**config.mk**
```make
export PLATFORM = sky130hd
export DESIGN_NAME = lcd_write_scheduler
export DESIGN_NICKNAME = d
export VERILOG_FILES = /design/src/rtl/lcd_sched_pkg.sv /design/src/rtl/lcd_char_fifo.sv /design/src/rtl/lcd_write_scheduler.sv
export SDC_FILE = /design/constraint.sdc
export NUM_CORES = 1
export LEC_CHECK = 0
export CAP_MARGIN = 20
export CELL_PAD_IN_SITES_DETAIL_PLACEMENT = 2
export CELL_PAD_IN_SITES_GLOBAL_PLACEMENT = 2
export CORE_ASPECT_RATIO = 1.4
export CORE_MARGIN = 2
export CORE_UTILIZATION = 38
export CTS_BUF_LIST = sky130_fd_sc_hd__clkbuf_16
export DETAILED_ROUTE_END_ITERATION = 6
export PLACE_DENSITY_LB_ADDON = 0.08
export SETUP_SLACK_MARGIN = 0.1
export SLEW_MARGIN = 20
export SYNTH_ARGS = -nofsm -noshare
export SYNTH_HDL_FRONTEND = slang
export SYNTH_SLANG_ARGS = --single-unit
```
**constraint.sdc**
```tcl
create_clock -name Clock_50 -period 2.4 [get_ports Clock_50]
set_input_delay 0.24 -clock Clock_50 [delete_from_list [all_inputs] [get_ports Clock_50]]
set_output_delay 0.24 -clock Clock_50 [all_outputs]
set_load 0.01 [all_outputs]
```
**src/rtl/lcd_sched_pkg.sv**
```systemverilog
// Shared state encodings, follow-on action codes and LCD command words for
// the LCD write scheduler.
package lcd_sched_pkg;

    localparam logic [2:0] S_INIT_ISSUE = 3'd0;
    localparam logic [2:0] S_INIT_WAIT  = 3'd1;
    localparam logic [2:0] S_IDLE       = 3'd2;
    localparam logic [2:0] S_ISSUE      = 3'd3;
    localparam logic [2:0] S_WAIT       = 3'd4;

    typedef enum logic [1:0] {
        NA_NONE = 2'd0,
        NA_WRAP = 2'd1,
        NA_HOME = 2'd2
    } next_action_t;

    // What the instruction currently in flight is, so its completion can
    // update the cursor bookkeeping.
    typedef enum logic [1:0] {
        K_CHAR  = 2'd0,
        K_WRAP  = 2'd1,
        K_CLEAR = 2'd2,
        K_HOME  = 2'd3
    } cmd_kind_t;

    localparam logic [8:0] LCD_FUNCTION_SET = 9'h038;
    localparam logic [8:0] LCD_DISPLAY_ON   = 9'h00C;
    localparam logic [8:0] LCD_CLEAR        = 9'h001;
    localparam logic [8:0] LCD_ENTRY_MODE   = 9'h006;
    localparam logic [8:0] LCD_LINE1_HOME   = 9'h080;
    localparam logic [8:0] LCD_LINE2_HOME   = 9'h0C0;

    localparam logic [2:0] INIT_LAST = 3'd4;

    function automatic logic [8:0] init_cmd(input logic [2:0] idx);
        logic [8:0] cmd;
        case (idx)
            3'd0:    cmd = LCD_FUNCTION_SET;
            3'd1:    cmd = LCD_DISPLAY_ON;
            3'd2:    cmd = LCD_CLEAR;
            3'd3:    cmd = LCD_ENTRY_MODE;
            default: cmd = LCD_LINE1_HOME;
        endcase
        return cmd;
    endfunction

endpackage

```
**src/rtl/lcd_char_fifo.sv**
```systemverilog
// Small synchronous character queue with push, pop and flush; pointers wrap
// modulo DEPTH (a power of two).
module lcd_char_fifo #(
    parameter int DEPTH = 8,
    parameter int WIDTH = 8
) (
    input  logic                       clk,
    input  logic                       rst,
    input  logic                       push,
    input  logic                       pop,
    input  logic                       flush,
    input  logic [WIDTH-1:0]           wr_data,
    output logic [WIDTH-1:0]           rd_data,
    output logic                       full,
    output logic                       empty,
    output logic [$clog2(DEPTH+1)-1:0] count
);

    localparam int AW = $clog2(DEPTH);
    localparam int CW = $clog2(DEPTH + 1);

    logic [WIDTH-1:0] mem_r [DEPTH];
    logic [AW-1:0]    wr_ptr_r;
    logic [AW-1:0]    rd_ptr_r;
    logic             push_ok_s;
    logic             pop_ok_s;

    // Status flags, qualified push/pop and head-of-queue data.
    always_comb begin
        full      = (count == CW'(DEPTH));
        empty     = (count == CW'(0));
        push_ok_s = push & ~full & ~flush;
        pop_ok_s  = pop & ~empty & ~flush;
        rd_data   = mem_r[rd_ptr_r];
    end

    // Pointer and occupancy tracking; flush empties the queue at once.
    always_ff @(posedge clk or posedge rst) begin
        if (rst) begin
            wr_ptr_r <= AW'(0);
            rd_ptr_r <= AW'(0);
            count    <= CW'(0);
        end else if (flush) begin
            wr_ptr_r <= AW'(0);
            rd_ptr_r <= AW'(0);
            count    <= CW'(0);
        end else begin
            if (push_ok_s) wr_ptr_r <= wr_ptr_r + AW'(1);
            else           wr_ptr_r <= wr_ptr_r;
            if (pop_ok_s)  rd_ptr_r <= rd_ptr_r + AW'(1);
            else           rd_ptr_r <= rd_ptr_r;
            case ({push_ok_s, pop_ok_s})
                2'b10:   count <= count + CW'(1);
                2'b01:   count <= count - CW'(1);
                default: count <= count;
            endcase
        end
    end

    // Storage write port.
    always_ff @(posedge clk) begin
        if (push_ok_s) mem_r[wr_ptr_r] <= wr_data;
    end

endmodule

```
**src/rtl/lcd_write_scheduler.sv**
```systemverilog
// Single owner of the LCD_controller handshake: power-up init, queued
// character writes, automatic line wrap and prioritised screen clear.
module lcd_write_scheduler
    import lcd_sched_pkg::*;
#(
    parameter int FIFO_DEPTH     = 8,
    parameter int LINE_CHARS     = 16,
    parameter int TIMEOUT_CYCLES = 1000000
) (
    input  logic                            Clock_50,
    input  logic                            Reset,
    input  logic [7:0]                      char_data,
    input  logic                            char_valid,
    output logic                            char_ready,
    input  logic                            clear_req,
    output logic                            LCD_start,
    output logic [8:0]                      LCD_instruction,
    input  logic                            LCD_done,
    output logic                            init_done,
    output logic                            busy,
    output logic [$clog2(LINE_CHARS)-1:0]   lcd_position,
    output logic                            lcd_line,
    output logic [$clog2(FIFO_DEPTH+1)-1:0] fifo_count,
    output logic                            timeout_err
);

    localparam int PW = $clog2(LINE_CHARS);
    localparam int TW = $clog2(TIMEOUT_CYCLES + 1);
    localparam logic [PW-1:0] LAST_POS = PW'(LINE_CHARS - 1);

    logic [2:0]    state_r;
    next_action_t  next_action_r;
    cmd_kind_t     kind_r;
    logic [2:0]    init_idx_r;
    logic [TW-1:0] wait_cnt_r;
    logic          clear_pend_r;

    logic          clear_any_s;
    logic          push_s;
    logic          pop_s;
    logic          timeout_hit_s;
    logic          wait_done_s;
    logic [8:0]    wrap_cmd_s;
    logic          fifo_full_s;
    logic          fifo_empty_s;
    logic [7:0]    fifo_rd_data_s;

    lcd_char_fifo #(
        .DEPTH (FIFO_DEPTH),
        .WIDTH (8)
    ) u_fifo (
        .clk     (Clock_50),
        .rst     (Reset),
        .push    (push_s),
        .pop     (pop_s),
        .flush   (clear_req),
        .wr_data (char_data),
        .rd_data (fifo_rd_data_s),
        .full    (fifo_full_s),
        .empty   (fifo_empty_s),
        .count   (fifo_count)
    );

    // Handshake qualifiers; LCD_done is not trusted while the strobe is high.
    always_comb begin
        clear_any_s   = clear_pend_r | clear_req;
        char_ready    = ~fifo_full_s & ~clear_req;
        push_s        = char_valid & char_ready;
        pop_s         = (state_r == S_IDLE) & ~clear_any_s & ~fifo_empty_s;
        timeout_hit_s = (wait_cnt_r == TW'(TIMEOUT_CYCLES - 1));
        wait_done_s   = ~LCD_start & (LCD_done | timeout_hit_s);
        busy          = (state_r != S_IDLE) | ~fifo_empty_s | clear_pend_r;
        wrap_cmd_s    = {2'b01, ~lcd_line, 6'h00};
    end

    // Main sequencer: init, idle arbitration, issue/wait and chained commands.
    always_ff @(posedge Clock_50 or posedge Reset) begin
        if (Reset) begin
            state_r         <= S_INIT_ISSUE;
            next_action_r   <= NA_NONE;
            kind_r          <= K_CHAR;
            init_idx_r      <= 3'd0;
            wait_cnt_r      <= TW'(0);
            clear_pend_r    <= 1'b0;
            LCD_start       <= 1'b0;
            LCD_instruction <= 9'h000;
            init_done       <= 1'b0;
            lcd_position    <= PW'(0);
            lcd_line        <= 1'b0;
            timeout_err     <= 1'b0;
        end else begin
            LCD_start <= 1'b0;
            if (clear_req) clear_pend_r <= 1'b1;
            case (state_r)
                S_INIT_ISSUE: begin
                    LCD_instruction <= init_cmd(init_idx_r);
                    LCD_start       <= 1'b1;
                    wait_cnt_r      <= TW'(0);
                    state_r         <= S_INIT_WAIT;
                end
                S_INIT_WAIT: begin
                    if (wait_done_s) begin
                        if (timeout_hit_s) timeout_err <= 1'b1;
                        if (init_idx_r == INIT_LAST) begin
                            init_done <= 1'b1;
                            state_r   <= S_IDLE;
                        end else begin
                            init_idx_r <= init_idx_r + 3'd1;
                            state_r    <= S_INIT_ISSUE;
                        end
                    end else if (!LCD_start) begin
                        wait_cnt_r <= wait_cnt_r + TW'(1);
                    end
                end
                S_IDLE: begin
                    if (clear_any_s) begin
                        // Issuing now absorbs any request seen this same cycle.
                        clear_pend_r    <= 1'b0;
                        LCD_instruction <= LCD_CLEAR;
                        LCD_start       <= 1'b1;
                        kind_r          <= K_CLEAR;
                        next_action_r   <= NA_HOME;
                        state_r         <= S_ISSUE;
                    end else if (!fifo_empty_s) begin
                        LCD_instruction <= {1'b1, fifo_rd_data_s};
                        LCD_start       <= 1'b1;
                        kind_r          <= K_CHAR;
                        next_action_r   <= (lcd_position == LAST_POS) ? NA_WRAP : NA_NONE;
                        state_r         <= S_ISSUE;
                    end else begin
                        state_r <= S_IDLE;
                    end
                end
                S_ISSUE: begin
                    wait_cnt_r <= TW'(0);
                    state_r    <= S_WAIT;
                end
                S_WAIT: begin
                    if (wait_done_s) begin
                        if (timeout_hit_s) timeout_err <= 1'b1;
                        case (kind_r)
                            K_CHAR:  lcd_position <= (next_action_r == NA_WRAP) ? PW'(0)
                                                                                : lcd_position + PW'(1);
                            K_WRAP:  lcd_line <= ~lcd_line;
                            K_HOME: begin
                                lcd_position <= PW'(0);
                                lcd_line     <= 1'b0;
                            end
                            default: lcd_line <= lcd_line;
                        endcase
                        case (next_action_r)
                            NA_WRAP: begin
                                LCD_instruction <= wrap_cmd_s;
                                LCD_start       <= 1'b1;
                                kind_r          <= K_WRAP;
                                state_r         <= S_ISSUE;
                            end
                            NA_HOME: begin
                                LCD_instruction <= LCD_LINE1_HOME;
                                LCD_start       <= 1'b1;
                                kind_r          <= K_HOME;
                                state_r         <= S_ISSUE;
                            end
                            default: state_r <= S_IDLE;
                        endcase
                        next_action_r <= NA_NONE;
                    end else begin
                        wait_cnt_r <= wait_cnt_r + TW'(1);
                    end
                end
                default: state_r <= S_INIT_ISSUE;
            endcase
        end
    end

endmodule
```
==> metrics.txt, run 1 <==
CP Cell Sequence buf_4 > or3b_1 > a2111oi_2 > a21bo_2 > or3_1 > a21oi_2; Top FF cell, synth edfxtp_1; Post-DP HPWL roughly 12000 um; r2r worst-path depth 6; post-route ant nets 0; Highest Clock Rate 0.442 GHz; placer congestion estimate a little under 0.8; Synth area leaders edfxtp_1, dfrtp_1, mux4_2; startpoint types register; H-Tree Depth 4; PwrDens approximately 900 mW/mm2; largest fanout on the critical path 8; P_leak 0.00299 uW; Initial Util 0.387; die width 108 um; clock skew 5.89 ps; asr flop ratio synth 0.475; nets@finish 587; fin cells between 700 and 800; later-pin clock latency in the skew report 420 ps; PortBufs 35; Total Routing Usage GR 0.216; Die Y 150 um; Buf/Inv on CP 1; DIE AREA 0.0163 mm2; WP data required 2750 ps; fin crit share 0.942; outcome completed; post-synth net total approximately 480; Worst setup EP type register; CTS clk-pin slew, worst paths roughly 60 ps; Critical Path Slowest Stage Cell dfrtp_2; min cycle time layout 2260 ps; CP top delay family simple AND/OR/NAND/NOR gates; post-DR vias/cell about 5.4; Final Hold Fails 0; clock sink total 122; Synth Area in Compound Gates 0.0854; CTS buffer count 17; initial antenna violation count 0; drt wl/cell ~21 um; Seq cells post-synth 122; row count 53; Max Cap Viol 0; number of cells after detailed placement 725; multiplexer share of the synthesized area 0.102; worst reg2reg path endpoint wait_cnt_r[8]; top cell type's share of synthesized area 0.331; Post-Synth Adder-Cell Area 0.0323; reg2reg start state_r[1]; WP data arrival 2610 ps; WS Path Type reg2reg; share of cells above drive strength 1 0.276; Iter 0 DRT Violations 118; DR vias slightly above 4000; flop-to-flop setup slack 140 ps; Synth cell types between 60 and 70; Post-Route WL 16300 um; CTS tree done; syn_area_per_cell approximately 13 um2; Initial DRT Pass Iterations 4; Post-route DRC 0; vias in the first global route roughly 4800; clock buffer depth 2; root buf cell clkbuf_16; Synth Area in XOR/XNOR 0.0272; Cells after Synth 453; post-synthesis simple-gate area fraction 0.144; cell taking the most area after synthesis edfxtp_1; Slew Limit Fails 0; final setup violation count 0; gr ovfl total 0; largest family of logic cells by synthesized area simple AND/OR/NAND/NOR gates; # fillers roughly 1400; register area share after synthesis 0.581; Largest stage delay, worst path about 470 ps; top-level port count 36; yosys warns 0; Worst-Margin Slew 635 ps; Rel. slew slack 0.577; HP Class in2async; Post-synth EDFFs 64; VDD IR-drop max 0.000594 V; dpl ws -176 ps; unrepaired setup endpoints after global routing yes; # diodes 0; worst setup margin 139 ps; global-route wire length before repair 25900 um; largest net degree at the start of global routing 59; core area 0.0150 mm2; area of the mapped netlist 0.00580 mm2; Area Overhead vs Synth 31.1%
-- repair_timing --
action	in CTS	in global routing
gates cloned	0	0
pin swaps	3	9
hold buffers	0	0
setup buffers	5	2
gates resized for setup	7	19
setup endpoints to repair	21	17
-- flip-flops by register name (all words and copies together), names as in the netlist --
signal           cells
u_fifo.mem_r        64
init_done            1
u_fifo.wr_ptr_r      3
timeout_err          1
kind_r               2
LCD_instruction      9
LCD_start            1
lcd_position         4
wait_cnt_r          20
state_r              3
next_action_r        2
init_idx_r           3
lcd_line             1
u_fifo.rd_ptr_r      3
u_fifo.count         4
clear_pend_r         1
-- final cells by class --
cell class / count / area [um2] / area share
Sequential cell: 122 / 3380 / 0.444
Multi-Input combinational cell: 295 / 2410 / 0.316
Timing Repair Buffer: 107 / 931 / 0.122
Clock buffer: 17 / 425 / 0.0559
Tap cell: 192 / 240 / 0.0316
Clock inverter: 15 / 169 / 0.0222
Inverter: 16 / 60.1 / 0.00789
-- cell families (layout without fill, tap and decap cells) --
group,count (synthesis),after routing
AOI/OAI and AO/OA,70,70
xor gates and xnor gates,18,18
adders and majority gates,15,15
buffers and inverters,36,155
DFF,122,122
muxes,39,39
and+or+nand+nor,153,153
-- worst max path at each step --
stage | start | endpoint | slack, ps | cells after the start
floorplan | u_fifo.count[1] | u_fifo.count[3] | -90 | 10
CTS | state_r[2] | busy | 80 | 6
finish | state_r[1] | wait_cnt_r[8] | 140 | 6
detailed placement | wait_cnt_r[8] | LCD_instruction[0] | -180 | 6
global placement | wait_cnt_r[8] | LCD_instruction[5] | -90 | 6
global route | state_r[1] | wait_cnt_r[8] | 50 | 6
-- tightest hold or removal path: stages --
cell and delay (ps):
clkdlybuf4s50_1 410, inv_2 70, buf_12 290
-- cell usage after synthesis (5+ instances only) --
cell	number
edfxtp_1	64
dfrtp_1	58
nand2_1	39
nor2_1	30
mux2i_1	20
inv_1	16
mux4_2	16
a21oi_1	15
ha_1	15
nand3_1	13
o21ai_0	13
clkbuf_1	12
nand2b_1	10
nor3_1	10
xor2_1	10
xnor2_1	8
o211ai_1	7
or3_1	6
and3_1	5
buf_2	5
nand4_1	5
nor3b_1	5
-- cell usage in the layout (no fill, tap or decap), types with 3 or more instances in the layout --
| cell type | synthesis | final |
|---|---|---|
| nand3_1 | 13 | 12 |
| clkdlybuf4s50_1 | 0 | 34 |
| o21ai_0 | 13 | 11 |
| xor2_1 | 10 | 10 |
| and4_1 | 3 | 3 |
| nor4b_2 | 0 | 3 |
| nand2_1 | 39 | 38 |
| nor3b_1 | 5 | 4 |
| clkbuf_16 | 0 | 17 |
| mux2i_1 | 20 | 20 |
| mux4_2 | 16 | 16 |
| xnor2_1 | 8 | 8 |
| buf_12 | 0 | 3 |
| inv_8 | 0 | 4 |
| dfrtp_1 | 58 | 56 |
| inv_6 | 0 | 7 |
| o41ai_1 | 4 | 4 |
| inv_1 | 16 | 15 |
| o31ai_1 | 3 | 3 |
| or2_2 | 4 | 4 |
| a21oi_1 | 15 | 13 |
| nand3b_1 | 3 | 3 |
| and3_1 | 5 | 5 |
| o211ai_1 | 7 | 7 |
| edfxtp_1 | 64 | 64 |
| nand4_1 | 5 | 5 |
| o2bb2ai_1 | 3 | 3 |
| ha_1 | 15 | 14 |
| nor3_1 | 10 | 8 |
| or3_1 | 6 | 6 |
| nor2_1 | 30 | 28 |
| buf_4 | 0 | 68 |
| mux2_1 | 3 | 3 |
| nand2b_1 | 10 | 10 |
-- where the power goes --
part           internal, uW  switching (uW)
combinational           814            1010
clock                  1480            1070
sequential             2390             141
-- through the flow --
stage	instance area, um2	setup TNS, ps	utilization	power (uW)	hold WS [ps]
finish	7610	0	0.508	6910	198
CTS	7500	0	0.500	6920	207
detailed placement	6840	-1170	0.456	4200	461
global route	7610	0	0.508	7260	229
global placement	6840	-516	0.456	4120	462
floorplan	5830	-85.9	-	3490	339
-- per-layer routing --
metal | wire [um] | GRT usage | vias to the layer above
li1 | - | - | 1915
met5 | 0 | 0 | -
met4 | 335 | 0.0744 | 0
met1 | 6400 | 0.236 | 2159
met3 | 424 | 0.0455 | 23
met2 | 9140 | 0.406 | 54
Note: power is estimated with default switching activity, not from simulation.
==> run 2: changes to the inputs <==
--- a/constraint.sdc
+++ b/constraint.sdc
@@ -3,2 +3,2 @@
 set_output_delay 0.24 -clock Clock_50 [all_outputs]
-set_load 0.01 [all_outputs]
+set_load 0.05 [all_outputs]
==> metrics.txt, run 2 (synthesized netlist as in run 1, its figures left out) <==
PwrDens 932 mW/mm2 (was 908 mW/mm2); core area 0.0150 mm2 (unchanged); met3 Resource Use GR 0.0468 (was 0.0455); clock skew 9.41 ps (was 5.89 ps); unrepaired setup endpoints after global routing yes (unchanged); Initial DRT Pass Iterations 4 (unchanged); Largest stage delay, worst path 590 ps (was 470 ps); Initial Util 0.387 (unchanged); startpoint types register (unchanged); vias in the first global route 4682 (was 4788); drt wl/cell 21.8 um (was 21.3 um); PortBufs 35 (unchanged); CTS tree done (unchanged); top flop regs u_fifo.mem_r x64, wait_cnt_r x20, LCD_instruction x9 (unchanged); most common cell after layout, fill and taps aside buf_4 (unchanged); Sw Ratio 0.343 (was 0.322); CTS buffer count 17 (unchanged); row count 53 (unchanged); Comb pwr share 0.285 (was 0.264); die width 108 um (unchanged); largest net degree at the start of global routing 47 (was 59); Total Routing Usage GR 0.219 (was 0.216); Hold-fix buffers, CTS 0 (unchanged); WP data arrival 2580 ps (was 2610 ps); max FFs per register 64 (unchanged); worst reg2reg path endpoint u_fifo.count[3] (was wait_cnt_r[8]); fin crit share 0.950 (was 0.942); min cycle time layout 2280 ps (was 2260 ps); # diodes 0 (unchanged); DIE AREA 0.0163 mm2 (unchanged); r2r worst-path depth 8 (was 6); post-DR vias/cell 5.37 (was 5.43); post-route ant nets 0 (unchanged); WS Path Type reg2reg (unchanged); placer congestion estimate 0.784 (was 0.787); Layout Cell Area excl Fill 0.00760 mm2 (was 0.00761 mm2); Top reg by flops u_fifo.mem_r (unchanged); initial antenna violation count 0 (unchanged); HP Class in2async (unchanged); largest fanout on the critical path 5 (was 8); VDD IR-drop max 0.000703 V (was 0.000594 V); clock sink total 122 (unchanged); final setup violation count 0 (unchanged); internal power 4660 uW (was 4680 uW); Power, Total 7090 uW (was 6910 uW); Critical Path Slowest Stage Cell or4_4 (was dfrtp_2); clock buffer depth 2 (unchanged); share of cells above drive strength 1 0.289 (was 0.276); later-pin clock latency in the skew report 420 ps (about the same); H-Tree Depth 4 (unchanged); flop-to-flop setup slack 120 ps (was 140 ps); Final Hold Fails 0 (unchanged); Max Cap Viol 0 (unchanged); P_leak 0.00297 uW (was 0.00299 uW); global-route wire length before repair 26200 um (was 25900 um); Worst setup EP type register (unchanged); WP data required 2690 ps (was 2750 ps); GR Util met1 0.239 (was 0.236); DR vias 4100 (was 4151); nets@finish 586 (was 587); Post-Route WL 16700 um (was 16300 um); Buf/Inv on CP 0 (was 1); CP top delay family simple AND/OR/NAND/NOR gates (unchanged); Die Y 150 um (unchanged); Rel. slew slack 0.511 (was 0.577); sequential share of power 0.359 (was 0.366); Post-route DRC 0 (unchanged); Slew Limit Fails 0 (unchanged); reg2reg start u_fifo.count[0] (was state_r[1]); root buf cell clkbuf_16 (unchanged); Area Overhead vs Synth 31.1% (about the same); Worst-Margin Slew 727 ps (was 635 ps); CP Cell Sequence or4_4 > nand3_4 > nor2_4 > ha_4 > a31oi_1 > nor3_2 > a311oi_1 > or3_1 (was buf_4 > or3b_1 > a2111oi_2 > a21bo_2 > or3_1 > a21oi_2); Post-DP HPWL 11400 um (was 11500 um); commonest non-fill, non-tap cells in the layout buf_4, edfxtp_1, dfrtp_1 (unchanged); top-level port count 36 (unchanged); busiest layer in global routing met2 (unchanged); Clk pwr share 0.356 (was 0.370); routing usage on met2 0.414 (was 0.406); Highest Clock Rate 0.439 GHz (was 0.442 GHz); sw power 2430 uW (was 2220 uW); CTS clk-pin slew, worst paths 60 ps (about the same); outcome completed (unchanged); Iter 0 DRT Violations 149 (was 118); gr ovfl total 0 (unchanged); Post-DP Area 0.00686 mm2 (was 0.00684 mm2)
[run 2: repair_timing]
item	4_1_cts	5_1_grt
endpoints found under the setup margin	21	11
resized for setup	9	8
pin swaps	0	8
hold endpoints to repair	0	0
setup buffers	1	9
[run 2: final cells by class]
type                       instances  area, um2
timing repair buffer             106        920
fill                            1473       7380
inverter                          16       60.1
clock inverter                    15        154
tap                              192        240
multi-input combinational        295       2420
sequential                       122       3380
clock buffer                      17        425
[run 2: worst reg2reg max path, stage by stage (launching register included)]
cell and delay [ps]:
dfrtp_2 400, or4_4 590, nand3_4 120, nor2_4 50, ha_4 280, a31oi_1 80
nor3_2 240, a311oi_1 70, or3_1 320
[run 2: worst max path at each step]
stage,from,slack [ps],cells after the start,end
after CTS,LCD_start,100,6,wait_cnt_r[8]
after floorplan,u_fifo.count[1],-10,9,u_fifo.count[3]
after global placement,clear_req,-80,6,LCD_instruction[2]
after global routing,state_r[1],-0.4,11,u_fifo.count[2]
after detailed placement,clear_req,-140,11,u_fifo.count[2]
final,u_fifo.count[0],120,8,u_fifo.count[3]
[run 2: per-layer routing]
| layer | vias to the layer above | routed length (um) |
|---|---|---|
| li1 | 1909 | - |
| met1 | 2123 | 6480 |
| met2 | 45 | 9460 |
| met3 | 23 | 351 |
| met4 | 0 | 357 |
| met5 | - | 0 |
[run 2: metrics by stage]
stage / util / setup TNS (ps) / hold slack [ps] / std cells / setup slack [ps]
floorplan: - / -12.7 / 339 / 453 / -12.7
global placement: 0.458 / -406 / 457 / 721 / -78.6
detailed placement: 0.458 / -787 / 464 / 721 / -144
CTS: 0.500 / 0 / 102 / 754 / 97.8
global route: 0.507 / -0.399 / 138 / 763 / -0.399
finish: 0.507 / 0 / 101 / 763 / 120
[run 2: power groups by stage]
stage | registers, uW | logic, uW | clock network (uW)
floorplan | 2770 | 949 | 0
global placement | 2570 | 1760 | 0
detailed placement | 2580 | 1830 | 0
CTS | 2550 | 1900 | 2570
global route | 2570 | 2180 | 2660
finish | 2540 | 2020 | 2520
==> run 3: changes to the inputs <==
GPL_ROUTABILITY_DRIVEN = 0   (was default)
==> results of run 3 <==
No change in the layout: final DEF, timing and power equal those of run 2.
==> RTL change 1: new RTL, settings of run 2 <==
Encoding of `cmd_kind_t`: now one-hot (4 bits for 4 values).
--- a/src/rtl/lcd_sched_pkg.sv
+++ b/src/rtl/lcd_sched_pkg.sv
@@ -17,9 +17,9 @@
     // What the instruction currently in flight is, so its completion can
     // update the cursor bookkeeping.
-    typedef enum logic [1:0] {
-        K_CHAR  = 2'd0,
-        K_WRAP  = 2'd1,
-        K_CLEAR = 2'd2,
-        K_HOME  = 2'd3
+    typedef enum logic [3:0] {
+        K_CHAR  = 4'b0001,
+        K_WRAP  = 4'b0010,
+        K_CLEAR = 4'b0100,
+        K_HOME  = 4'b1000
     } cmd_kind_t;
 
Check against the original RTL: same outputs for any inputs over 4 cycles, from zero or initial values and one cycle with Reset high; so few cycles prove little.
==> RTL change 1 against run 2 <==
  * Hold slack improved by 0.039 ns
  * Sequential cell count rose by 2
  * Synthesized area fell by 0.19%
  * Power about the same
  * Worst setup slack worse by 0.11 ns
  * Final area up 2.1%
  * Wire length grew 3.9%
  * Fmax fell by 4.5%
  * First-iteration DRC count grew 8.7%
==> RTL change 1: results (changes against run 2) <==
dp_cells: 706  # was 721
diodes: 0  # unchanged
cts_inserted_buffers: 17  # unchanged
crit_family: "simple AND/OR/NAND/NOR gates"  # unchanged
grt_start_max_net_pins: 33  # was 47
p_clk_mw: 2.46  # was 2.52 mW
grt_pass1_wl_mm: 26.0  # was 26.2 mm
slowest_stage: "or4b_4"  # was or4_4
hold_class: "input port to asynchronous set/reset pin"  # unchanged
critical_path_arrival_ns: 2.70  # was 2.58 ns
top_regs: "u_fifo.mem_r (64), wait_cnt_r (20), LCD_instruction (9)"  # unchanged
yosysWarnings: 0  # unchanged
switching_share_pct: 33.7  # was 34.3%
groute.usage.overall_pct: 22.0  # was 21.9%
grt_pass1_vias: 4704  # was 4,682
drt_pass1_iterations: 5  # was 4
status: "finished clean"  # unchanged
synth_area_leaders: "edfxtp_1, dfrtp_1, mux4_2"  # unchanged
synthTopCellsByCount: "edfxtp_1, dfrtp_1, nand2_1"  # unchanged
dpl.hpwl_mm: 11.5  # was 11.4 mm
placedInstanceArea_um2: 6810  # was 6860 um2
path_clk_slew_ns: 0.06  # about the same
vdd_drop_max_mv: 0.863  # was 0.703 mV
viasPerCell: 5.52  # was 5.37
fill_cells: 1410  # was 1,473
p_leak_nw: 2.92  # was 2.97 nW
cpPeakStageDelay_ns: 0.56  # was 0.59 ns
largest_reg_flops: 64  # unchanged
htreeDepth: 4  # unchanged
io_buffers: 35  # unchanged
final_nets: 578  # was 586
yosys.cell_types.count: 61  # was 65
gp_congestion: 0.797  # was 0.784
ys_seq_area_share_pct: 59.1  # was 58.1%
drt_iter0_drc: 162  # was 149
seq_cell_power_mw: 2.66  # was 2.54 mW
drive_gt1_share_pct: 31.3  # was 28.9%
finalClockSkew_ns: 0.00827  # was 0.00941 ns
worst_pin_slew_ns: 0.766  # was 0.727 ns
worstSkewPairLatency_ns: 0.43
worst-path-max-fanout: 3  # was 5
drt-total-wl_mm: 17.3  # was 16.7 mm
synthArstFlopShare_pct: 48.4  # was 47.5%
cts_root_buffer: "clkbuf_16"  # unchanged
antenna_found_initial: 0  # unchanged
num_vias: 4178  # was 4,100
cts_max_path_buffers: 2  # unchanged
synth_enable_flop_cells: 64  # unchanged
synthesis.nets: 480  # was 481
syn_inst: 454  # was 453
RTL change 1: cell type report:
cell class,instances,area (um2),area share (%)
inverters,15,68.8,0.887
clock inverters,15,141,1.82
clock buffers,17,425,5.48
well taps,192,240,3.10
flip-flops and latches,124,3430,44.3
multi-input cells,298,2570,33.1
repair buffers,96,880,11.3
RTL change 1: layer usage:
layer	GRT usage (%)	share of wire [%]	vias to the layer above
met5	0	0	-
met4	9.68	2.9	0
met3	5.27	3.0	33
met2	41.4	57	71
met1	22.8	37	2161
li1	-	-	1913
RTL change 1: stage by stage:
stage	power (mW)	worst slack [ns]
2_1_floorplan	3.70	-0.0998
3_3_place_gp	4.27	0.0631
3_5_place_dp	4.34	-0.0210
4_1_cts	6.90	0.00165
5_1_grt	7.39	-0.0771
6_report	7.08	0.0113
RTL change 1: cell families after synthesis:
| logic type | after synthesis | synth area share, % |
|---|---|---|
| muxes | 34 | 10.0 |
| adders and majority gates | 14 | 2.98 |
| xor gates and xnor gates | 15 | 2.27 |
| DFF | 124 | 59.1 |
| buffers and inverters | 32 | 2.36 |
| and+or+nand+nor | 145 | 13.2 |
| AOI/OAI and AO/OA | 90 | 10.0 |
RTL change 1: final timing paths:
path / end / cells after the start / start / slack (ns)
setup / recovery: init_idx_r[1] / 7 / wait_cnt_r[10] / 0.01
hold / removal: kind_r[3] / 2 / Reset / 0.14
setup reg to reg: init_idx_r[1] / 7 / wait_cnt_r[10] / 0.01
hold reg to reg: timeout_err / 1 / timeout_err / 0.47
max in group asynchronous: u_fifo.count[0] / 3 / Reset / 1.71
min in group Clock_50: timeout_err / 1 / timeout_err / 0.47
RTL change 1: repair_timing:
action | 4_1_cts | 5_1_grt
setup endpoints to repair | 26 | 36
resized for setup | 4 | 59
cloned | 0 | 1
pin swaps | 0 | 10
setup buffers | 6 | 12
==> RTL change 2: new RTL, settings of run 2 <==
Without the edit above. Set the parameter `FIFO_DEPTH` to 4 (it was 8).
--- a/src/rtl/lcd_write_scheduler.sv
+++ b/src/rtl/lcd_write_scheduler.sv
@@ -4,5 +4,5 @@
     import lcd_sched_pkg::*;
 #(
-    parameter int FIFO_DEPTH     = 8,
+    parameter int FIFO_DEPTH     = 4,
     parameter int LINE_CHARS     = 16,
     parameter int TIMEOUT_CYCLES = 1000000
Ports: changed (resized fifo_count); port bits go from 36 to 35. No check against the original RTL was run, so the function may have changed too.
==> RTL change 2 against run 2 <==
  * Final area fell by 29%
  * Sequential cell count fell by 35
  * Critical path depth fell by 5
  * Wire length fell by 31%
  * Synthesized area fell by 24%
  * Register-to-register slack improved by 0.12 ns
  * Worst setup slack improved by 0.11 ns
  * Fmax rose by 4.9%
  * Power fell by 28%
  * Via count fell by 22%
  * Largest cell class unchanged
==> RTL change 2: results (changes against run 2) <==
status: "finished clean"  # unchanged
dp_slack_ns: 0.0909  # was -0.144 ns
clk_share_pct: 5.57  # was 7.62%
synth_compound_area_share_pct: 11.2  # was 8.54%
top_regs: "u_fifo.mem_r (32), wait_cnt_r (20), LCD_instruction (9)"  # was u_fifo.mem_r (64), wait_cnt_r (20), LCD_instruction (9)
inv_count: 24  # was 16
multi_input_cells: 252  # was 295
synthTopCellsByCount: "dfrtp_1, nand2_1, edfxtp_1"  # was edfxtp_1, dfrtp_1, nand2_1
ys_seq_area_share_pct: 52.7  # was 58.1%
fill_cells: 1148  # was 1,473
synthesis.area_um2: 4440  # was 5800 um2
dpl.hpwl_mm: 8.17  # was 11.4 mm
grt_pass1_vias: 3677  # was 4,682
nClkBuffers: 9  # was 17
grt_pass1_wl_mm: 19.2  # was 26.2 mm
dp_cells: 565  # was 721
htreeDepth: 3  # was 4
seq_area_share_pct: 43.4  # was 44.5%
io_buffers: 34  # was 35
hold_ws_ns: 0.238  # was 0.101 ns
r2r_cells: 7  # was 8
final_nets: 461  # was 586
gp_congestion: 0.731  # was 0.784
drt-total-wl_mm: 11.5  # was 16.7 mm
p_leak_nw: 2.27  # was 2.97 nW
slowest_stage: "or3b_4"  # was or4_4
syn_area_per_cell_um2: 11.7  # was 12.8 um2
use_met3_pct: 2.69  # was 4.68%
vdd_drop_max_mv: 0.858  # was 0.703 mV
multi_input_area_um2: 1950  # was 2420 um2
fin_crit_sh_pct: 90.5  # was 95.0%
synthesis.nets: 407  # was 481
buf_share_pct: 9.79  # was 12.1%
finalClockSkew_ns: 0.00885  # was 0.00941 ns
[RTL change 2: cell count changes after synthesis, sizes merged, moves of 5 or more]
cell    delta
clkbuf     -7
edfxtp    -32
mux4       -8
o211ai     -6
mux2i      -7
a31oi     +11
a21oi      -7
mux2      +10
xor2       -9
xnor2      -5
and2       +7
inv        +8
[RTL change 2: metal layers]
layer  up-vias  routed length, um  share of wire [%]
li1       1499                  -                  -
met1      1676               4480                 39
met2        29               6630                 58
met3        14                186                1.6
met4         0                200                1.7
met5         -                  0                  0
[RTL change 2: timing repair]
action / CTS / global route
setup buffers: 0 / 0
endpoints found under the setup margin: 1 / 13
gates resized for setup: 1 / 3
[RTL change 2: power by group through the flow]
| stage | registers (mW) | clock network [mW] | logic (mW) |
|---|---|---|---|
| floorplan | 2.04 | 0 | 1.05 |
| global placement | 1.90 | 0 | 1.72 |
| detailed placement | 1.91 | 0 | 1.77 |
| CTS | 1.89 | 1.46 | 1.80 |
| global route | 1.91 | 1.51 | 1.93 |
| finish | 1.88 | 1.43 | 1.77 |
